$ cat src/rtl/uc_pkg.sv
// Shared opcode, state and ALU constants for the multicycle control unit.
package uc_pkg;

    localparam logic [4:0] OP_NOP   = 5'd0;
    localparam logic [4:0] OP_ALU_R = 5'd1;
    localparam logic [4:0] OP_ALU_I = 5'd2;
    localparam logic [4:0] OP_LOAD  = 5'd3;
    localparam logic [4:0] OP_STORE = 5'd4;
    localparam logic [4:0] OP_JUMP  = 5'd5;
    localparam logic [4:0] OP_HALT  = 5'd31;

    localparam logic [3:0] ALU_ADD = 4'b0000;

    typedef enum logic [2:0] {
        FETCH  = 3'd0,
        DECODE = 3'd1,
        EXEC   = 3'd2,
        MEM    = 3'd3,
        WB     = 3'd4,
        HALT   = 3'd5
    } state_t;

endpackage

$ cat src/rtl/uc_out_dec.sv
// Combinational map from control state, latched opcode/funct and memory
// handshake to every datapath select and write enable.
module uc_out_dec
    import uc_pkg::*;
#(
    parameter int OPW = 5,
    parameter int FNW = 4
) (
    input  logic           rst_n,
    input  state_t         state,
    input  logic [OPW-1:0] op,
    input  logic [FNW-1:0] funct,
    input  logic           mem_ready,
    output logic           MEM_RD,
    output logic           MEM_WR,
    output logic           S_MXSE,
    output logic           S_MXWB,
    output logic           S_MXPC,
    output logic           W_PC,
    output logic           W_IR,
    output logic           W_RF,
    output logic [FNW-1:0] ALU_OP,
    output logic           illegal,
    output logic           halted
);

    logic           op_legal;
    logic           alu_se;
    logic [FNW-1:0] alu_fn;

    // ALU operand/function set up in EXEC and held through MEM/WB
    always_comb begin
        op_legal = 1'b1;
        alu_se   = 1'b0;
        alu_fn   = '0;
        case (op)
            OPW'(OP_NOP), OPW'(OP_JUMP), OPW'(OP_HALT): ;
            OPW'(OP_ALU_R): alu_fn = funct;
            OPW'(OP_ALU_I): begin
                alu_se = 1'b1;
                alu_fn = funct;
            end
            OPW'(OP_LOAD), OPW'(OP_STORE): begin
                alu_se = 1'b1;
                alu_fn = FNW'(ALU_ADD);
            end
            default: op_legal = 1'b0;
        endcase
    end

    always_comb begin
        MEM_RD  = 1'b0;
        MEM_WR  = 1'b0;
        S_MXSE  = 1'b0;
        S_MXWB  = 1'b0;
        S_MXPC  = 1'b0;
        W_PC    = 1'b0;
        W_IR    = 1'b0;
        W_RF    = 1'b0;
        ALU_OP  = '0;
        illegal = 1'b0;
        halted  = 1'b0;
        if (rst_n) begin
            case (state)
                FETCH: begin
                    MEM_RD = 1'b1;
                    if (mem_ready) begin
                        W_IR = 1'b1;
                        W_PC = 1'b1;
                    end
                end
                DECODE: illegal = !op_legal;
                EXEC: begin
                    S_MXSE = alu_se;
                    ALU_OP = alu_fn;
                    if (op == OPW'(OP_JUMP)) begin
                        W_PC   = 1'b1;
                        S_MXPC = 1'b1;
                    end
                end
                MEM: begin
                    MEM_RD = (op == OPW'(OP_LOAD));
                    MEM_WR = (op == OPW'(OP_STORE));
                    S_MXSE = 1'b1;
                    ALU_OP = FNW'(ALU_ADD);
                end
                WB: begin
                    W_RF   = 1'b1;
                    S_MXWB = (op == OPW'(OP_LOAD));
                    S_MXSE = alu_se;
                    ALU_OP = alu_fn;
                end
                HALT:    halted = 1'b1;
                default: ;
            endcase
        end
    end

endmodule

$ cat src/rtl/uc_fsm.sv
// Multicycle control unit: state, opcode and funct registers plus next-state
// sequencing; all outputs come from uc_out_dec.
module uc_fsm
    import uc_pkg::*;
#(
    parameter int OPW = 5,
    parameter int FNW = 4
) (
    input  logic           clk,
    input  logic           rst_n,
    input  logic [31:0]    instr,
    input  logic           mem_ready,
    output logic           MEM_RD,
    output logic           MEM_WR,
    output logic           S_MXSE,
    output logic           S_MXWB,
    output logic           S_MXPC,
    output logic           W_PC,
    output logic           W_IR,
    output logic           W_RF,
    output logic [FNW-1:0] ALU_OP,
    output logic           illegal,
    output logic           halted
);

    state_t         state;
    logic [OPW-1:0] op_q;
    logic [FNW-1:0] funct_q;
    logic           unused_instr_bits;

    assign unused_instr_bits = ^instr[31-OPW-FNW:0];

    always_ff @(posedge clk) begin
        if (!rst_n) begin
            state   <= FETCH;
            op_q    <= '0;
            funct_q <= '0;
        end else begin
            case (state)
                FETCH: begin
                    if (mem_ready) begin
                        op_q    <= instr[31 -: OPW];
                        funct_q <= instr[31-OPW -: FNW];
                        state   <= DECODE;
                    end
                end
                DECODE: begin
                    // the decoder's illegal flag doubles as the legality test here
                    if (op_q == OPW'(OP_HALT))
                        state <= HALT;
                    else if (op_q == OPW'(OP_NOP) || illegal)
                        state <= FETCH;
                    else
                        state <= EXEC;
                end
                EXEC: begin
                    case (op_q)
                        OPW'(OP_ALU_R), OPW'(OP_ALU_I): state <= WB;
                        OPW'(OP_LOAD), OPW'(OP_STORE):  state <= MEM;
                        default:                        state <= FETCH;
                    endcase
                end
                MEM: begin
                    if (mem_ready)
                        state <= (op_q == OPW'(OP_LOAD)) ? WB : FETCH;
                end
                WB:      state <= FETCH;
                HALT:    state <= HALT;
                default: state <= FETCH;
            endcase
        end
    end

    uc_out_dec #(
        .OPW(OPW),
        .FNW(FNW)
    ) u_out_dec (
        .rst_n    (rst_n),
        .state    (state),
        .op       (op_q),
        .funct    (funct_q),
        .mem_ready(mem_ready),
        .MEM_RD   (MEM_RD),
        .MEM_WR   (MEM_WR),
        .S_MXSE   (S_MXSE),
        .S_MXWB   (S_MXWB),
        .S_MXPC   (S_MXPC),
        .W_PC     (W_PC),
        .W_IR     (W_IR),
        .W_RF     (W_RF),
        .ALU_OP   (ALU_OP),
        .illegal  (illegal),
        .halted   (halted)
    );

endmodule

$ cat config.mk
export PLATFORM = sky130hd
export DESIGN_NAME = uc_fsm
export DESIGN_NICKNAME = d
export VERILOG_FILES = /design/src/rtl/uc_pkg.sv /design/src/rtl/uc_out_dec.sv /design/src/rtl/uc_fsm.sv
export SDC_FILE = /design/constraint.sdc
export NUM_CORES = 1
export LEC_CHECK = 0
export ABC_AREA = 1
export BUFFER_PORTS_ARGS = -buffer_cell sky130_fd_sc_hd__clkbuf_2
export CORE_MARGIN = 4
export CORE_UTILIZATION = 46
export CTS_CLUSTER_DIAMETER = 50
export DETAILED_ROUTE_END_ITERATION = 8
export GPL_ROUTABILITY_DRIVEN = 0
export PLACE_DENSITY = 0.83
export SYNTH_ARGS = -nofsm -noshare
export SYNTH_HDL_FRONTEND = slang
export SYNTH_HIERARCHICAL = 1
export SYNTH_SLANG_ARGS = --single-unit
$ cat constraint.sdc
create_clock -name clk -period 3.7 [get_ports clk]
set_input_delay 0.185 -clock clk [delete_from_list [all_inputs] [get_ports clk]]
set_output_delay 0.185 -clock clk [all_outputs]
set_load 0.005 [all_outputs]
==> out/results.ini <==
[placed_design]
io_buffers = 25
dp.cells = 196
place_hpwl_mm = 1.60

[cts]
post_cts.resized_instances = 0
cts_root_buf = clkbuf_4
cts_hold_buf = 0
cts.sinks = 12
cts_max_path_buffers = 2
path_clk_slew_ps = 80
h-tree-depth = 1
clk_latency_ps = 280
cts_tree = done
post-cts-setup-buffers = 0
cts_inserted_buffers = 3

[sta]
setup_viol_count_final = 0
timing.slew.headroom_pct = 73.3
fin_setup_tns_ps = 0
post-route-period-util_pct = 42.9
rsz0062_at_grt = false
fin_crit_ps = 1590
skew_ps = 2.43
timing.fmax_mhz = 630
tightest_slew_ps = 401
hold_ws_ps = 169
slew_violations = 0
hold_viol_final = 0

[global_routing]
grt_max_degree = 19
grt_pass1_vias = 881
grt_usage_pct = 17.1
grt_pass1_wl_mm = 3.44
grt_antenna_before_repair = 0
grt_overflow_total = 0

[finish]
area_growth_pct = 20.5
fin_util_pct = 59.1
final_nets = 211
antenna_cells = 0
stdcell_count = 200
final_cell_mix = 29 x nand2_1, 26 x nor2_1, 25 x clkbuf_2
final_common_cell = nand2_1
n_fill_cell = 197
drive_above_1_share_pct = 25.7

[logic_synthesis]
synth_seq_cells = 12
synthesis.area_um2 = 866
synth_cells = 148
syn_area_per_cell_um2 = 5.85
yosysUniqueCellTypes = 20
ys_seq_area_share_pct = 27.7
yosys_warnings = 6
synth_fp_nets = 183

[route]
routed_wirelength_mm = 2.02
dr.first_iter.drc_count = 19
avgRoutedWirePerCell_um = 10.1
via_per_inst = 4.92
drc = 0
ant_nets = 0
vias = 983
drtPass1Iterations = 4

[power_and_ir_drop]
powerDensity_nw_per_um2 = 355
p_leak_nw = 0.533
irDropWorstVdd_uv = 255

[floorplan]
core_um2 = 1760
initial_core_util_pct = 49.1
die_x_um = 51.4
dieArea_um2 = 2640
die_h_um = 51.4
num_io_pins = 49
num_rows = 15

[flow_run]
maxCapViolCount = 0

[worst_setup_path]
cp-end-kind = output pin
crit_fanout = 11
critPathLaunchType = flop
critPathKind = reg -> out
crit_arrival_ps = 1400
crit_required_ps = 3510

[outcome]
outcome = finished, final reports clean

[worst_hold_path]
hold_class = in -> reg

where the power goes:
part           internal (mW)  leakage (nW)  switching, mW  total, mW
logic                 0.0368         0.413         0.0651      0.102
clock network         0.0599        0.0210         0.0447      0.105
registers              0.144        0.0991         0.0205      0.164
final timing paths:
kind                                 start         end  slack, ps  cells after the start
worst max register to register    state[2]    state[1]       2230                     10
worst min register to register  funct_q[1]  funct_q[1]        450                      2
worst max-delay path              state[2]   ALU_OP[0]       2110                      5
worst min-delay path             instr[31]     op_q[4]        170                      3
routing by layer:
metal | up-vias | track usage, % | wire [um]
li1 | 522 | - | -
met1 | 429 | 19.5 | 914
met2 | 27 | 30.1 | 968
met3 | 5 | 1.75 | 93
met4 | 0 | 10.9 | 42
met5 | - | 0 | 0
stage by stage:
stage               worst slack, ps  instance area (um2)  total power [mW]
finish                         2110                 1040             0.370
floorplan                      2480                  866             0.241
CTS                            2120                 1040             0.374
global placement               2320                 1010             0.263
global route                   1930                 1040             0.397
detailed placement             2260                 1010             0.268
worst max-delay path: stages (launching register included):
cell,delay [ps]
dfxtp_1,570
nand3_2,170
nand2_2,100
inv_2,50
nor2_1,110
clkbuf_2,120
registers in the layout (all words and copies together) (netlist names):
name / cells
op_q: 5
funct_q: 4
state: 3
logic make-up (layout without fill, tap and decap cells):
logic type,Yosys count,count (layout),synth area share [%]
AND/OR/NAND/NOR,86,86,45.8
buffers and inverters,29,56,13.4
AO/OA/AOI/OAI,21,21,13.0
flip-flops,12,12,27.7
area by class of cell:
class                           count  area [um2]  area share, %
Tap cell                           25        31.3           3.00
Multi-Input combinational cell    107         509           48.8
Inverter                           27         101           9.71
Timing Repair Buffer               25         125           12.0
Sequential cell                    12         240           23.0
Clock buffer                        4        36.3           3.48
cells in the mapped netlist (all sizes together):
library cell	count	share of area [%]
nand4	1	0.72
buf	2	1.7
nor2	32	16
nor3	4	2.3
dfxtp	12	28
nand3b	1	0.87
o21ai	12	7.4
inv	27	12
nand3	18	13
a21oi	9	5.6
nand2	30	13
Note: power is estimated with default switching activity, not from simulation.
